File: src/rtl/rtl_seq_mul.sv
// Multi-cycle unsigned shift-add multiplier: one multiplier bit retired per clock.
// Optional macro RTL_SEQ_MUL_EARLY_DONE_EN finishes as soon as the remaining multiplier bits are zero.
module rtl_seq_mul #(
  parameter int SIZE1 = 8,
  parameter int SIZE2 = 8,
  parameter int AREA  = SIZE1 * 3,
  parameter int DELAY = SIZE2
) (
  input  logic                   clk,
  input  logic                   reset,
  input  logic                   start,
  input  logic [SIZE1-1:0]       in1,
  input  logic [SIZE2-1:0]       in2,
  output logic                   busy,
  output logic                   done,
  output logic [SIZE1+SIZE2-1:0] out
);
  localparam int PW = SIZE1 + SIZE2;
  localparam int CW = $clog2(SIZE2 + 1);

  // AREA and DELAY are mapper cost figures; they only need to be sane.
  if (SIZE1 < 1 || SIZE2 < 1 || AREA < 0 || DELAY < 0) begin : g_bad_param
    $error("rtl_seq_mul: invalid parameter set");
  end

  typedef enum logic [1:0] {IDLE, CALC, DONE} state_t;

  state_t          state, state_n;
  logic [PW-1:0]   a, acc, acc_n;
  logic [SIZE2-1:0] b, b_n;
  logic [CW-1:0]   cnt, cnt_n;
  logic            last, accept;

  always_comb begin
    acc_n  = acc + (b[0] ? a : '0);
    b_n    = b >> 1;
    cnt_n  = cnt + 1'b1;
`ifdef RTL_SEQ_MUL_EARLY_DONE_EN
    last   = (cnt_n == CW'(SIZE2)) || (b_n == '0);
`else
    last   = (cnt_n == CW'(SIZE2));
`endif
    accept = start && (state != CALC);
  end

  always_ff @(posedge clk or posedge reset) begin
    if (reset) state <= IDLE;
    else       state <= state_n;
  end

  always_comb begin
    state_n = state;
    case (state)
      IDLE:    if (start) state_n = CALC;
      CALC:    if (last)  state_n = DONE;
      DONE:    state_n = start ? CALC : IDLE;
      default: state_n = IDLE;
    endcase
  end

  // Product register only updates on the final CALC edge, so partial sums never leak.
  always_ff @(posedge clk or posedge reset) begin
    if (reset) begin
      a   <= '0;
      b   <= '0;
      acc <= '0;
      cnt <= '0;
      out <= '0;
    end else if (accept) begin
      a   <= PW'(in1);
      b   <= in2;
      acc <= '0;
      cnt <= '0;
    end else if (state == CALC) begin
      a   <= a << 1;
      b   <= b_n;
      acc <= acc_n;
      cnt <= cnt_n;
      if (last) out <= acc_n;
    end
  end

  assign busy = (state == CALC);
  assign done = (state == DONE);

endmodule

File: config.mk
export PLATFORM = sky130hd
export DESIGN_NAME = rtl_seq_mul
export DESIGN_NICKNAME = d
export VERILOG_FILES = /design/src/rtl/rtl_seq_mul.sv
export SDC_FILE = /design/constraint.sdc
export NUM_CORES = 1
export LEC_CHECK = 0
export CORE_AREA = 2 2 113 115
export CTS_CLUSTER_DIAMETER = 200
export DETAILED_ROUTE_END_ITERATION = 7
export DIE_AREA = 0 0 115 117
export HOLD_SLACK_MARGIN = 0.08
export PLACE_DENSITY_LB_ADDON = 0.3
export SETUP_SLACK_MARGIN = 0.4
export SYNTH_ARGS = -nofsm -noshare
export SYNTH_HDL_FRONTEND = slang
export SYNTH_SLANG_ARGS = --single-unit
File: constraint.sdc
create_clock -name clk -period 3.29 [get_ports clk]
set_input_delay 0.658 -clock clk [delete_from_list [all_inputs] [get_ports clk]]
set_output_delay 0.658 -clock clk [all_outputs]
set_load 0.05 [all_outputs]
==> run metrics, run 1 <==
# DRC 0; CP arrival 2.76 ns; post-cts sizing count 0; Max Buffers Root-to-Sink 2; Flop pwr share about a third; post-synthesis compound-gate area fraction a little under a fifth; EDFF count, synth 0; P&R area growth vs syn 22.6%; Synth Flop Type dfrtp_1; worst setup margin approximately 0.75 ns; Async SR Flop Fraction 100%; r2r startpoint b[0]$_DFFE_PP0P_; Mapped Nets roughly 440; Ports 37; WHS Path Cells 2; Port Buffers 36; Setup-failing EPs final 0; post-synthesis cell type count 49; worst r2r dst out[10]$_DFFE_PP0P_; Switching Share 42.4%; Least-Margin Pin Slew just under 0.8 ns; status complete, no violations; hold_buf cts 0; Leakage a little under 2 nW; Core Footprint between 0.01 and 0.015 mm^2; Psw 1.66 mW; Routed WL roughly 8500 um; Hold Crit Endpoint out[3]$_DFFE_PP0P_; average size of a mapped cell roughly 8.9 um^2; Gate power share between 40% and 50%; drt first pass iters 4; peak fanout along the critical path 17; # rows 41; Post-Syn Instances between 400 and 500; FMAX slightly below 0.4 GHz; H-tree Lvls 3; synthesized cell area around 0.0036 mm^2; largest net degree at the start of global routing between 60 and 70; post-synthesis sequential area ratio 43.0%; ratio of cells with drive above 1 in the final layout 8.16%; TritonCTS clock tree yes; first-iteration detailed-routing DRC count ~110; XOR/XNOR Fraction of Synth Area around 2.2%; Syn. warnings 0; clock root cell clkbuf_16; Hold Path Origin out[3]$_DFFE_PP0P_; post-synthesis simple-gate area fraction a little over a fifth; Slew headroom 47.7%; Final Max Slew Viols 0; Post-CTS Setup Repair Bufs 0; vias in the first global route 2899; internal power approximately 2.3 mW; n_diodes 0; CP Capture Type register; maxcap violations 0; Pwr Density 884 mW/mm^2; Register-to-Register Setup Slack 0.75 ns; global placer's final weighted congestion around 0.88; Post-Synth Adder-Cell Area about 6.1%; DP Wirelength 6170 um; CTS Buf Count 9; vias per cell roughly 5.0; Hold Vio Cnt, Final 0; Wirelength per Cell roughly 14 um; Worst Path Class, Setup reg -> reg; Die Y about 120 um; DIE AREA between 0.01 and 0.015 mm^2; min Tclk post-route approximately 2.5 ns; setup repair after global routing missed its margin no; Clock transition at path regs roughly 0.060 ns; Die X-Extent 115 um; DP Worst Slack just under 0.8 ns; mux contribution to synthesized area just over 5%; r2r worst-path depth 8; Final ANT Viol Nets 0; Fillers approximately 1300; Seq cells post-synth 62; worst hold path class reg -> reg; Total Nets Final 472; antenna violations before repair 0; first-pass GRT wire length around 14000 um; Total Routing Usage GR between 10% and 20%; Clk Latency, worst-skew pair around 0.34 ns; worst vdd ir 0.000284 V; largest family of logic cells by synthesized area simple AND/OR/NAND/NOR gates; setup_tns 0 ns; Critical Path Source Type register; Final Hold Slack about 0.48 ns; clock net sink count between 60 and 70; Overflow after GRT 0; initial core utilization 29.3%; Req. time, crit path between 3 and 4 ns; post-route clock period utilization between 70% and 80%; power share of the clock group 25.0%; clk_skew about 0.0078 ns; routed vias 2976
==> sequential cells by signal (all words and copies together), names as in the netlist <==
name and count:
b 8, acc 16, out 16, a 16, cnt 4, state 2
==> per-layer routing <==
metal,track usage (%),share of wire (%),vias to the layer above
met4,6.02,2.0,0
met1,19.7,51,1414
met5,0,0,-
met2,20.4,44,49
li1,-,-,1503
met3,2.21,3.5,10
==> power by group through the flow <==
stage	combinational, mW	clock (mW)	sequential (mW)
after detailed placement	1.66	0	1.30
after floorplan	0.916	0	1.56
after CTS	1.66	0.995	1.29
final	1.65	0.976	1.29
after global placement	1.62	0	1.29
after global routing	1.83	1.02	1.33
==> worst max-delay path, stage by stage (launching register included) <==
cell and delay [ns]:
dfrtp_1 0.50, and2_1 0.20, ha_1 0.20, fa_1 0.41
a21oi_1 0.30, o211ai_2 0.19, a31oi_2 0.24, xnor2_1 0.11
mux2_2 0.26
==> area by class of cell <==
| class | instances | area (um^2) | area share, % |
|---|---|---|---|
| tap | 150 | 188 | 4.24 |
| clock inverter | 6 | 70.1 | 1.58 |
| timing repair buffer | 41 | 408 | 9.22 |
| sequential | 62 | 1550 | 35.1 |
| clock buffer | 10 | 239 | 5.40 |
| inverter | 8 | 31.3 | 0.707 |
| multi-input combinational | 314 | 1930 | 43.7 |
==> per-stage QoR <==
stage | cells | instance area, um^2 | util (%) | total power [mW]
2_1_floorplan | 405 | 3610 | - | 2.47
3_5_place_dp | 575 | 4110 | 33.4 | 2.96
6_report | 591 | 4420 | 35.9 | 3.91
5_1_grt | 591 | 4420 | 35.9 | 4.18
4_1_cts | 591 | 4420 | 35.9 | 3.95
3_3_place_gp | 575 | 4110 | 33.4 | 2.91
==> worst max-delay path by stage <==
stage                     startpoint                   to  depth (start not counted)
floorplan           b[0]$_DFFE_PP0P_  out[10]$_DFFE_PP0P_                          9
global placement    b[0]$_DFFE_PP0P_  out[10]$_DFFE_PP0P_                          8
detailed placement  b[0]$_DFFE_PP0P_  out[10]$_DFFE_PP0P_                          8
CTS                 b[0]$_DFFE_PP0P_  out[10]$_DFFE_PP0P_                          8
global route        b[0]$_DFFE_PP0P_  out[10]$_DFFE_PP0P_                          8
finish              b[0]$_DFFE_PP0P_  out[10]$_DFFE_PP0P_                          8
==> cell usage after synthesis, drive strengths merged (2+ instances only) <==
cell | n | area share, %
buf | 13 | 1.7
nor3 | 3 | 0.55
ha | 16 | 5.5
and4 | 3 | 0.73
xnor2 | 6 | 1.5
o21ai | 56 | 7.8
and3 | 5 | 0.87
a21boi | 3 | 0.73
clkbuf | 8 | 0.83
nor2b | 2 | 0.35
and2 | 16 | 2.8
o31ai | 3 | 0.62
nand4 | 9 | 1.7
nand2 | 74 | 7.7
a21o | 6 | 1.2
nor2 | 18 | 1.9
a31oi | 3 | 0.69
o2111ai | 4 | 1.5
inv | 7 | 0.73
o211ai | 4 | 0.97
or4 | 4 | 0.83
o21a | 3 | 0.62
xor2 | 3 | 0.73
a211o | 2 | 0.49
a21oi | 21 | 3.0
dfrtp | 62 | 43
nand3 | 23 | 3.2
mux2i | 17 | 4.7
==> cell usage in the layout, fill, tap and decap left out, types with 4 or more instances in the layout <==
cell / n
clkbuf_16: 9
a21oi_1: 20
dfrtp_1: 62
nor2_1: 18
o21ai_0: 34
buf_4: 5
nand3_1: 23
and2_1: 16
mux2i_1: 17
ha_1: 16
clkdlybuf4s50_1: 35
and3_1: 5
a21o_1: 6
nand2_1: 74
inv_1: 5
xnor2_1: 6
o21ai_1: 22
or4_1: 4
nand4_1: 8
==> logic make-up (layout without fill, tap and decap cells) <==
kind of cell               count (synthesis)  after routing
and+or+nand+nor                          160            160
xor gates and xnor gates                   9              9
AOI/OAI and AO/OA                        110            110
buffers and inverters                     29             65
muxes                                     18             18
adders and majority gates                 17             17
DFF                                       62             62
Note: power is estimated with default switching activity, not from simulation.
==> run 2: changes to the inputs <==
clock period = 2.2 ns   (was 3.29 ns; I/O delays follow)
==> run metrics, run 2 (synthesized netlist as in run 1, its figures left out) <==
ordered cell list for the critical path buf_4 -> and2_4 -> ha_4 -> buf_4 -> nand4_4 -> nor3_4 -> o2111ai_2 -> and3_4 -> o31ai_2 (was and2_1 -> ha_1 -> fa_1 -> a21oi_1 -> o211ai_2 -> a31oi_2 -> xnor2_1 -> mux2_2); Wirelength per Cell 16.0 um (was 14.4 um); met2 WL 4640 um (was 3730 um); hold_buf cts 0 (unchanged); clock root cell clkbuf_16 (unchanged); routed vias 3244 (was 2976); post-route clock period utilization 98.0% (was 77.1%); Worst Path Class, Setup reg -> reg (unchanged); slowest stage delay, CP 0.44 ns (was 0.50 ns); most frequent cells in the layout nand2_1 (70), dfrtp_1 (61), buf_4 (40) (was nand2_1 (74), dfrtp_1 (62), clkdlybuf4s50_1 (35)); initial core utilization 29.3% (unchanged); Least-Margin Pin Slew 0.667 ns (was 0.784 ns); setup_tns 0 ns (unchanged); Post-DP Area 0.00441 mm^2 (was 0.00411 mm^2); largest net degree at the start of global routing 63 (was 67); # rows 41 (unchanged); setup repair after global routing missed its margin yes (was no); final instance area 0.00525 mm^2 (was 0.00442 mm^2); Core Footprint 0.0123 mm^2 (unchanged); ratio of cells with drive above 1 in the final layout 29.4% (was 8.16%); Ports 37 (unchanged); # DRC 0 (unchanged); TritonCTS clock tree yes (unchanged); highest metal used met4 (unchanged); first-iteration detailed-routing DRC count 113 (was 112); worst hold path class reg -> reg (unchanged); P&R area growth vs syn 45.5% (was 22.6%); H-tree Lvls 3 (unchanged); Routed WL 10100 um (was 8540 um); Slew headroom 55.5% (was 47.7%); FMAX 0.464 GHz (was 0.394 GHz); Max Buffers Root-to-Sink 2 (unchanged); Req. time, crit path 2.45 ns (was 3.51 ns); clk_skew 0.00604 ns (was 0.00781 ns); area of the multi-input gates 0.00246 mm^2 (was 0.00193 mm^2); Pwr Density 1280 mW/mm^2 (was 884 mW/mm^2); WP buf/inv 2 (was 0); vias per cell 5.15 (was 5.04); worst vdd ir 0.000511 V (was 0.000284 V); most common cell after layout, fill and taps aside nand2_1 (unchanged); Total Nets Final 511 (was 472); Final Hold Slack 0.475 ns (about the same); Hold Vio Cnt, Final 0 (unchanged); clock net sink count 62 (unchanged); Die X-Extent 115 um (unchanged); most used cell, CP buf_4; total power 6.72 mW (was 3.91 mW); Slowest-stage cell, CP dfrtp_2 (was dfrtp_1); CTS Buf Count 9 (unchanged); Fillers 1166 (was 1289); first-pass GRT wire length 16400 um (was 14400 um); DP Wirelength 6710 um (was 6170 um); CP Capture Type register (unchanged); placed cells 592 (was 575); antenna violations before repair 0 (unchanged); Largest delay share family, worst path simple AND/OR/NAND/NOR gates (was compound AO/OA/AOI/OAI gates); drt first pass iters 5 (was 4); register area 0.00155 mm^2 (about the same); Port Buffers 36 (unchanged); Critical Path Source Type register (unchanged); status complete, no violations (unchanged); Final Max Slew Viols 0 (unchanged); final non-filler cell total 630 (was 591); min Tclk post-route 2.16 ns (was 2.54 ns); WL met1 4820 um (was 4330 um); met3 wire length 319 um (was 301 um); n_diodes 0 (unchanged); CP arrival 2.40 ns (was 2.76 ns); Total Routing Usage GR 15.8% (was 13.7%); Die Y 117 um (unchanged); Overflow after GRT 0 (unchanged); global placer's final weighted congestion 0.855 (was 0.880); Setup-failing EPs final 0 (unchanged); peak fanout along the critical path 6 (was 17); Final ANT Viol Nets 0 (unchanged); vias in the first global route 3213 (was 2899); maxcap violations 0 (unchanged); top flop regs a (16), acc (16), out (16) (unchanged); Clock transition at path regs 0.06 ns (about the same); DIE AREA 0.0135 mm^2 (unchanged); Clk Latency, worst-skew pair 0.34 ns (about the same); Leakage 2.28 nW (was 1.97 nW)
==> run 2: changes by cell type in the layout (fill, tap and decap cells not counted), sizes merged <==
cell,delta
buf,+40
clkdlybuf4s50,-17
dlygate4sd2,+16
clkinvlp,-1
clkbuf,+2
inv,-2
clkinv,+1
==> run 2: repair_timing <==
action | in CTS | in global routing
hold endpoints to repair | 0 | 0
gates resized for setup | 66 | 32
buffers inserted | 14 | 8
pin swaps | 25 | 20
endpoints found under the setup margin | 41 | 27
==> run 2: metrics by stage <==
step                      util (%)  setup slack, ns
after detailed placement      35.8          -0.0722
final                         42.6           0.0446
after floorplan                  -          -0.0206
after global placement        35.8          -0.0401
after CTS                     40.8           0.0475
after global routing          42.6          -0.0811
==> run 2: power breakdown <==
part	switching [mW]	internal (mW)
combinational	1.96	1.31
clock	0.546	0.943
sequential	0.370	1.59
==> run 2: final timing paths <==
check,slack [ns],cells past startpoint,from,to
min,0.47,2,out[0]$_DFFE_PP0P_,out[0]$_DFFE_PP0P_
min reg2reg,0.47,2,out[0]$_DFFE_PP0P_,out[0]$_DFFE_PP0P_
max reg2reg,0.04,9,b[0]$_DFFE_PP0P_,acc[15]$_DFFE_PP0P_
max,0.04,9,b[0]$_DFFE_PP0P_,acc[15]$_DFFE_PP0P_
min in group asynchronous,0.52,3,reset,out[2]$_DFFE_PP0P_
max in group asynchronous,1.38,3,reset,cnt[3]$_DFFE_PP0P_
==> run 2: worst min-delay path: cells and delay by family, from the launching register on <==
| family | cells | cell delay, ns |
|---|---|---|
| DFF | 1 | 0.34 |
| and+or+nand+nor | 2 | 0.10 |
==> run 2: layout make-up <==
type                            count  share of cell area [%]
Clock inverter                      4                    1.05
Timing Repair Buffer               80                    13.3
Inverter                            8                   0.739
Clock buffer                       12                    4.89
Tap cell                          150                    3.58
Sequential cell                    62                    29.6
Multi-Input combinational cell    314                    46.9
==> run 2: per-layer routing <==
layer	global-route usage [%]	vias up
li1	-	1586
met1	20.8	1568
met2	25.4	70
met3	3.09	20
met4	6.83	0
met5	0	-
==> run 3: changes to the inputs <==
DONT_BUFFER_PORTS = 1   (was unset)
clock period = 1.7 ns   (was 2.2 ns; I/O delays follow)
==> run metrics, run 3 (synthesized netlist as in run 1, its figures left out) <==
status finished with violations (was complete, no violations); violated checks setup timing; Req. time, crit path 1.94 ns (was 2.45 ns); n_diodes 0 (unchanged); setup repair after global routing missed its margin yes (unchanged); vias in the first global route 3405 (was 3213); Final Max Slew Viols 0 (unchanged); DIE AREA 0.0135 mm^2 (unchanged); post-route clock period utilization 125% (was 98.0%); routed vias 3330 (was 3244); setup_tns -7.54 ns (was 0 ns); Register-to-Register Setup Slack -0.43 ns (was 0.04 ns); met3 wire length 503 um (was 319 um); Pwr Density 1720 mW/mm^2 (was 1280 mW/mm^2); vias per cell 5.17 (was 5.15); Die Y 117 um (unchanged); Port Buffers 0 (was 36); Hold Vio Cnt, Final 0 (unchanged); Setup crit end out[15]$_DFFE_PP0P_ (was acc[15]$_DFFE_PP0P_); Total Nets Final 525 (was 511); Worst setup startpoint b[0]$_DFFE_PP0P_ (unchanged); most common cell after layout, fill and taps aside buf_4 (was nand2_1); FMAX 0.469 GHz (was 0.464 GHz); worst r2r dst out[15]$_DFFE_PP0P_ (was acc[15]$_DFFE_PP0P_); Slew headroom 61.5% (was 55.5%); antenna violations before repair 0 (unchanged); Max Buffers Root-to-Sink 2 (unchanged); worst vdd ir 0.000751 V (was 0.000511 V); Setup-failing EPs final 24 (was 0); drt first pass iters 4 (was 5); fin util 47.1% (was 42.6%); r2r startpoint b[0]$_DFFE_PP0P_ (unchanged); Leakage 2.52 nW (was 2.28 nW); Total Routing Usage GR 17.1% (was 15.8%); Overflow after GRT 0 (unchanged); largest net degree at the start of global routing 28 (was 63); WL met1 5020 um (was 4820 um); worst setup margin -0.433 ns (was 0.0446 ns); clock root cell clkbuf_16 (unchanged); Clk Latency, worst-skew pair 0.33 ns (was 0.34 ns); # rows 41 (unchanged); Core Footprint 0.0123 mm^2 (unchanged); CP arrival 2.37 ns (was 2.40 ns); Fillers 1124 (was 1166); most frequent cells in the layout buf_4 (61), nand2_1 (55), dfrtp_1 (44) (was nand2_1 (70), dfrtp_1 (61), buf_4 (40)); maxcap violations 0 (unchanged); Critical Path Source Type register (unchanged); final instance area 0.00580 mm^2 (was 0.00525 mm^2); final non-filler cell total 644 (was 630); r2r worst-path depth 9 (unchanged); CTS Buf Count 9 (unchanged); Worst Path Class, Setup reg -> reg (unchanged); DP Wirelength 7030 um (was 6710 um); Final Hold Slack 0.173 ns (was 0.475 ns); first-pass GRT wire length 17600 um (was 16400 um); clock net sink count 62 (unchanged); initial core utilization 29.3% (unchanged); DP Worst Slack -0.527 ns (was -0.0722 ns); highest metal used met4 (unchanged); peak fanout along the critical path 6 (unchanged); clk_skew 0.00526 ns (was 0.00604 ns); top flop regs a (16), acc (16), out (16) (unchanged); global placer's final weighted congestion 0.902 (was 0.855); first-iteration detailed-routing DRC count 70 (was 113); # DRC 0 (unchanged); Clock transition at path regs 0.05 ns (was 0.06 ns); CP Capture Type register (unchanged); placed cells 601 (was 592); Die X-Extent 115 um (unchanged); Post-DP Area 0.00441 mm^2 (about the same); H-tree Lvls 3 (unchanged); total power 9.99 mW (was 6.72 mW); Routed WL 11100 um (was 10100 um); ratio of cells with drive above 1 in the final layout 50.2% (was 29.4%); P&R area growth vs syn 60.8% (was 45.5%); worst hold path class in -> reg (was reg -> reg); Ports 37 (unchanged); TritonCTS clock tree yes (unchanged); Least-Margin Pin Slew 0.576 ns (was 0.667 ns); min Tclk post-route 2.13 ns (was 2.16 ns); Final ANT Viol Nets 0 (unchanged); Wirelength per Cell 17.3 um (was 16.0 um); met2 WL 5390 um (was 4640 um)
[run 3: cell types whose count changed in the layout (fill, tap and decap cells not counted), moves of 15 or more]
cell             before  now
dfrtp_1              61   44
clkdlybuf4s50_1      18    0
buf_4                40   61
nand2_1              70   55
o21ai_0              24    8
dfrtp_2               1   18
dlygate4sd2_1        16    0
[run 3: worst min-delay path by stage]
stage | startpoint | to | slack (ns) | cells past startpoint
after floorplan | b[3]$_DFFE_PP0P_ | b[2]$_DFFE_PP0P_ | 0.45 | 2
after global placement | reset | acc[2]$_DFFE_PP0P_ | 0.29 | 1
after detailed placement | reset | b[2]$_DFFE_PP0P_ | 0.30 | 1
after CTS | in2[7] | b[7]$_DFFE_PP0P_ | 0.16 | 2
after global routing | start | acc[4]$_DFFE_PP0P_ | 0.18 | 3
final | in2[7] | b[7]$_DFFE_PP0P_ | 0.17 | 2
[run 3: power breakdown]
part | switching, mW | internal [mW]
combinational | 2.35 | 2.46
sequential | 1.11 | 2.10
clock | 0.647 | 1.32
total | 4.11 | 5.88
[run 3: critical path, stage by stage, from the launching register on]
cell,delay [ns]
dfrtp_1,0.40
buf_6,0.15
buf_8,0.12
and2_4,0.14
ha_4,0.31
nand4_4,0.15
nor3_4,0.22
o2111ai_2,0.15
and3_4,0.22
o31ai_2,0.18
[run 3: what timing repair did]
| item | in CTS | in global routing |
|---|---|---|
| pin swaps | 28 | 59 |
| gates cloned | 4 | 5 |
| hold buffers | 1 | 0 |
| resized for setup | 113 | 81 |
| endpoints found under the setup margin | 76 | 63 |
| setup buffers | 11 | 6 |
| endpoints found under the hold margin | 21 | 0 |
[run 3: layout make-up]
| class | count | area [um^2] | area share (%) |
|---|---|---|---|
| Clock buffer | 13 | 250 | 4.31 |
| Inverter | 8 | 46.3 | 0.798 |
| Tap cell | 150 | 188 | 3.24 |
| Timing Repair Buffer | 94 | 1000 | 17.3 |
| Clock inverter | 3 | 67.6 | 1.16 |
| Multi-Input combinational cell | 314 | 2670 | 46.1 |
| Sequential cell | 62 | 1570 | 27.1 |
[run 3: routing by layer]
| layer | vias to the layer above | GRT usage [%] |
|---|---|---|
| met2 | 67 | 28.1 |
| li1 | 1620 | - |
| met5 | - | 0 |
| met4 | 0 | 5.78 |
| met3 | 18 | 4.69 |
| met1 | 1625 | 21.8 |
==> variant 1 (flow settings as in run 1) <==
The 3 states of `state_t` get a one-hot encoding in 3 bits.
--- a/src/rtl/rtl_seq_mul.sv
+++ b/src/rtl/rtl_seq_mul.sv
@@ -24,5 +24,5 @@
   end
 
-  typedef enum logic [1:0] {IDLE, CALC, DONE} state_t;
+  typedef enum logic [2:0] {IDLE = 3'b001, CALC = 3'b010, DONE = 3'b100} state_t;
 
   state_t          state, state_n;
Function: same outputs for any inputs over 4 cycles, from zero or initial values and one cycle with reset high; so few cycles prove little.
==> variant 1 against run 1 <==
Final area is 1.9% lower; area after synthesis is 3.6% lower; sequential cell count is 1 higher; routed wire length is 6.5% lower; first-iteration DRC count is 0.89% higher; die area stayed put; fmax is 4.6% lower; synthesized cell count is 7.4% lower; worst setup slack worse by 0.12 ns; critical endpoint is now acc[14]$_DFFE_PP0P_.
Power is not compared: it rests on default switching activity, and its combinational part moved more than twofold at a synthesized area within 25%.
==> variant 1: results (changes against run 1) <==
Status
  – Run status: completed (unchanged)

Synth
  – Sequential element share of the synthesized area: 45.4% (was 43.0%)
  – Dominant cells by area after synthesis: sky130_fd_sc_hd__dfrtp_1 45%, sky130_fd_sc_hd__nand2_1 7.3%, sky130_fd_sc_hd__o21ai_0 6.9% (was sky130_fd_sc_hd__dfrtp_1 43%, sky130_fd_sc_hd__nand2_1 7.7%, sky130_fd_sc_hd__ha_1 5.5%)
  – Post-synth top cells: 68 x sky130_fd_sc_hd__nand2_1, 62 x sky130_fd_sc_hd__dfrtp_1, 48 x sky130_fd_sc_hd__o21ai_0 (was 74 x sky130_fd_sc_hd__nand2_1, 62 x sky130_fd_sc_hd__dfrtp_1, 34 x sky130_fd_sc_hd__o21ai_0)
  – Net Count, Synth: 411 (was 441)
  – Mean cell area of the mapped netlist: 9.28 um2 (was 8.91 um2)
  – Yosys cell types: 45 (was 49)

Global route
  – GR met2 Demand/Resource: 19.4% (was 20.4%)
  – Routing usage on met1: 18.0% (was 19.7%)
  – Number of global-route vias before repair: 2705 (was 2899)
  – First-pass GRT wire length: 13600 um (was 14400 um)
  – GR Util met3: 3.24% (was 2.21%)
  – Overall fraction of global-route tracks in use: 12.9% (was 13.7%)

Final layout
  – Final Net Count: 442 (was 472)
  – Number of fillers in the final layout: 1274 (was 1289)
  – Fraction of final layout cells sized beyond drive strength 1: 6.57% (was 8.16%)

Routing
  – DRC marker count from the first detailed-route iteration: 113 (was 112)
  – Via count normalized by instance count: 4.88 (was 5.04)
  – Met2 WL post-DR: 3390 um (was 3730 um)
  – Final routed wire length divided by cell count: 14.2 um (was 14.4 um)
  – Final wirelength: 7980 um (was 8540 um)
  – Met3 layer wire length in the routed design: 405 um (was 301 um)
  – DRT met1 WL: 4090 um (was 4330 um)

Placed design
  – GP Congestion: 0.816 (was 0.880)
  – Post-DP HPWL: 5700 um (was 6170 um)
  – DP Area: 4000 um2 (was 4110 um2)
  – Pre-CTS WS: 0.647 ns (was 0.782 ns)

Timing
  – Worst slew slack as a fraction of its limit: 55.9% (was 47.7%)
  – Fin Setup TNS: 0 ns (unchanged)
  – Setup clock skew after layout: 0.00779 ns (was 0.00781 ns)
==> variant 1: worst max-delay path, cell delays in order, from the launching register on <==
cell and delay (ns):
sky130_fd_sc_hd__dfrtp_1 0.52, sky130_fd_sc_hd__and2_1 0.21, sky130_fd_sc_hd__ha_1 0.20, sky130_fd_sc_hd__fa_1 0.40
sky130_fd_sc_hd__a21o_1 0.24, sky130_fd_sc_hd__a311oi_2 0.29, sky130_fd_sc_hd__nor2_1 0.12, sky130_fd_sc_hd__a221oi_2 0.27
sky130_fd_sc_hd__xnor2_1 0.18, sky130_fd_sc_hd__o21ai_1 0.09
==> variant 1: cells by family after synthesis <==
group,Yosys count,synth area share (%)
adders and majority gates,17,6.33
buffers and inverters,30,3.70
muxes,17,4.89
xor gates and xnor gates,14,3.52
and+or+nand+nor,140,20.2
DFF,63,45.4
AOI/OAI and AO/OA,94,16.0
==> variant 1: path summary, 6_finish.rpt <==
check                                         from                    to  slack, ns  cells after the start
worst max-delay path              b[0]$_DFFE_PP0P_   acc[14]$_DFFE_PP0P_       0.63                      9
worst min-delay path            out[2]$_DFFE_PP0P_    out[2]$_DFFE_PP0P_       0.48                      2
worst max register to register    b[0]$_DFFE_PP0P_   acc[14]$_DFFE_PP0P_       0.63                      9
worst min register to register  out[2]$_DFFE_PP0P_    out[2]$_DFFE_PP0P_       0.48                      2
max in group asynchronous                    reset  state[0]$_DFFE_PP1P_       1.88                      3
min in group asynchronous                    reset      a[0]$_DFFE_PP0P_       0.75                      2
==> variant 1: final cells by class <==
type	count	area (um2)	share of cell area [%]
sequential	63	1580	36.4
multi-input combinational	282	1770	40.9
clock buffer	11	253	5.83
timing repair buffer	41	433	9.98
tap	150	188	4.33
clock inverter	5	80.1	1.85
inverter	9	33.8	0.779
==> variant 2 (settings of run 1) <==
Without the edit above. Build with the macro `RTL_SEQ_MUL_EARLY_DONE_EN` defined.
--- a/src/rtl/rtl_seq_mul.sv
+++ b/src/rtl/rtl_seq_mul.sv
@@ -1,4 +1,6 @@
 // Multi-cycle unsigned shift-add multiplier: one multiplier bit retired per clock.
 // Optional macro RTL_SEQ_MUL_EARLY_DONE_EN finishes as soon as the remaining multiplier bits are zero.
+`define RTL_SEQ_MUL_EARLY_DONE_EN
+
 module rtl_seq_mul #(
   parameter int SIZE1 = 8,
Behaviour: not the same (Yosys sat finds a counterexample within 4 cycles, from zero or initial values and one cycle with reset high).
==> variant 2 against run 1 <==
Via count down 11%; first-iteration DRC count is 6.3% lower; sequential cell count did not move; cell count is 6.8% lower; non-clock buffer count up 2; worst setup slack lost 0.11 ns; area after synthesis fell by 6.0%; critical endpoint is now acc[14]$_DFFE_PP0P_; total power up 4.1%; highest routed layer unchanged; routed wire length down 8.0%; final area is 3.7% lower; synthesized cell count shrank 11%; clock power is 6% higher.
==> variant 2: results (changes against run 1) <==
Status
  – Run status: completed (unchanged)

Global route
  – Overall fraction of global-route tracks in use: 12.5% (was 13.7%)
  – First-pass GRT wire length: 13300 um (was 14400 um)
  – Maximum number of pins on one net before global-route repair: 45 (was 67)

Setup path
  – Worst reg2reg setup slack: 0.64 ns (was 0.75 ns)
  – Slowest cell on the critical path: sky130_fd_sc_hd__o41a_2 (was sky130_fd_sc_hd__dfrtp_1)
  – Destination of the critical timing path: acc[14]$_DFFE_PP0P_ (was out[10]$_DFFE_PP0P_)
  – Peak per-stage delay on the critical path: 0.46 ns (was 0.50 ns)
  – Register-to-Register Path Depth: 9 (was 8)
  – Critical Path Start: a[0]$_DFFE_PP0P_ (was b[0]$_DFFE_PP0P_)
  – Largest fanout on the critical path: 4 (was 17)
  – CP Data Arrival Time: 2.84 ns (was 2.76 ns)

Min path
  – Hold Crit Class: register to register (unchanged)
  – Hold Path Origin: out[3]$_DFFE_PP0P_ (unchanged)

Synth
  – Post-synth top cells: 67 x sky130_fd_sc_hd__nand2_1, 62 x sky130_fd_sc_hd__dfrtp_1, 36 x sky130_fd_sc_hd__o21ai_0 (was 74 x sky130_fd_sc_hd__nand2_1, 62 x sky130_fd_sc_hd__dfrtp_1, 34 x sky130_fd_sc_hd__o21ai_0)
  – Yosys cell types: 51 (was 49)
  – Dominant cells by area after synthesis: sky130_fd_sc_hd__dfrtp_1 46%, sky130_fd_sc_hd__nand2_1 7.4%, sky130_fd_sc_hd__ha_1 5.9% (was sky130_fd_sc_hd__dfrtp_1 43%, sky130_fd_sc_hd__nand2_1 7.7%, sky130_fd_sc_hd__ha_1 5.5%)
  – Net Count, Synth: 396 (was 441)

Routing
  – Final wirelength: 7850 um (was 8540 um)
  – DRC marker count from the first detailed-route iteration: 105 (was 112)
  – Met2 WL post-DR: 3530 um (was 3730 um)
  – Met3 layer wire length in the routed design: 390 um (was 301 um)
  – Via count normalized by instance count: 4.81 (was 5.04)
  – DRT met1 WL: 3860 um (was 4330 um)

Clocking
  – Worst-skew pair later-pin latency: 0.33 ns

Placed design
  – Post-placement cell count: 535 (was 575)

Final layout
  – Fraction of final layout cells sized beyond drive strength 1: 9.73% (was 8.16%)
  – Final Net Count: 432 (was 472)
  – Cell Count, Final, Fillers Out: 551 (was 591)

Power
  – Worst-case vdd ir drop: 0.510 mV (was 0.284 mV)
  – Cell leakage power: 0.00193 uW (was 0.00197 uW)
  – Int Pwr: 2350 uW (was 2250 uW)

Timing
  – Setup clock skew after layout: 0.00505 ns (was 0.00781 ns)
  – Worst slew slack as a fraction of its limit: 53.4% (was 47.7%)
  – Final hold violation count: 0 (unchanged)
variant 2: kinds of logic (layout without fill, tap and decap cells):
logic type	count (synthesis)	in the layout	synth area share (%)
xor gates and xnor gates	9	9	2.33
adders and majority gates	17	17	6.50
and+or+nand+nor	139	139	19.7
buffers and inverters	30	71	3.62
DFF	62	62	45.8
muxes	19	19	5.65
AOI/OAI and AO/OA	84	84	16.5
variant 2: power by group through the flow:
stage	sequential, uW	clock, uW	combinational [uW]
2_1_floorplan	1510	0	1030
3_3_place_gp	1310	0	1730
3_5_place_dp	1310	0	1760
4_1_cts	1310	1050	1770
5_1_grt	1350	1090	1940
6_report	1300	1030	1740
variant 2: routing by layer:
| metal | track usage (%) | vias up |
|---|---|---|
| met4 | 3.61 | 0 |
| met5 | 0 | - |
| met2 | 19.7 | 48 |
| li1 | - | 1352 |
| met3 | 3.40 | 8 |
| met1 | 17.1 | 1245 |
variant 2: layout make-up:
type / count / area (um2)
inverters: 12 / 45.0
clock buffers: 9 / 225
clock inverters: 7 / 98.8
fillers: 1261 / 8050
flip-flops and latches: 62 / 1550
well taps: 150 / 188
multi-input cells: 268 / 1720
repair buffers: 43 / 435
variant 2: metrics by stage:
| step | total power [uW] | cell area (um2) | utilization, % | setup slack [ns] |
|---|---|---|---|---|
| finish | 4070 | 4260 | 34.6 | 0.642 |
| floorplan | 2540 | 3390 | - | 0.684 |
| detailed placement | 3080 | 3940 | 32.0 | 0.655 |
| global placement | 3040 | 3940 | 32.0 | 0.705 |
| global route | 4370 | 4260 | 34.6 | 0.477 |
| CTS | 4120 | 4260 | 34.6 | 0.642 |
variant 2: worst min-delay path: stages, from the launching register on:
cell,delay [ns]
sky130_fd_sc_hd__dfrtp_1,0.34
sky130_fd_sc_hd__nand2_1,0.04
sky130_fd_sc_hd__o21ai_0,0.06
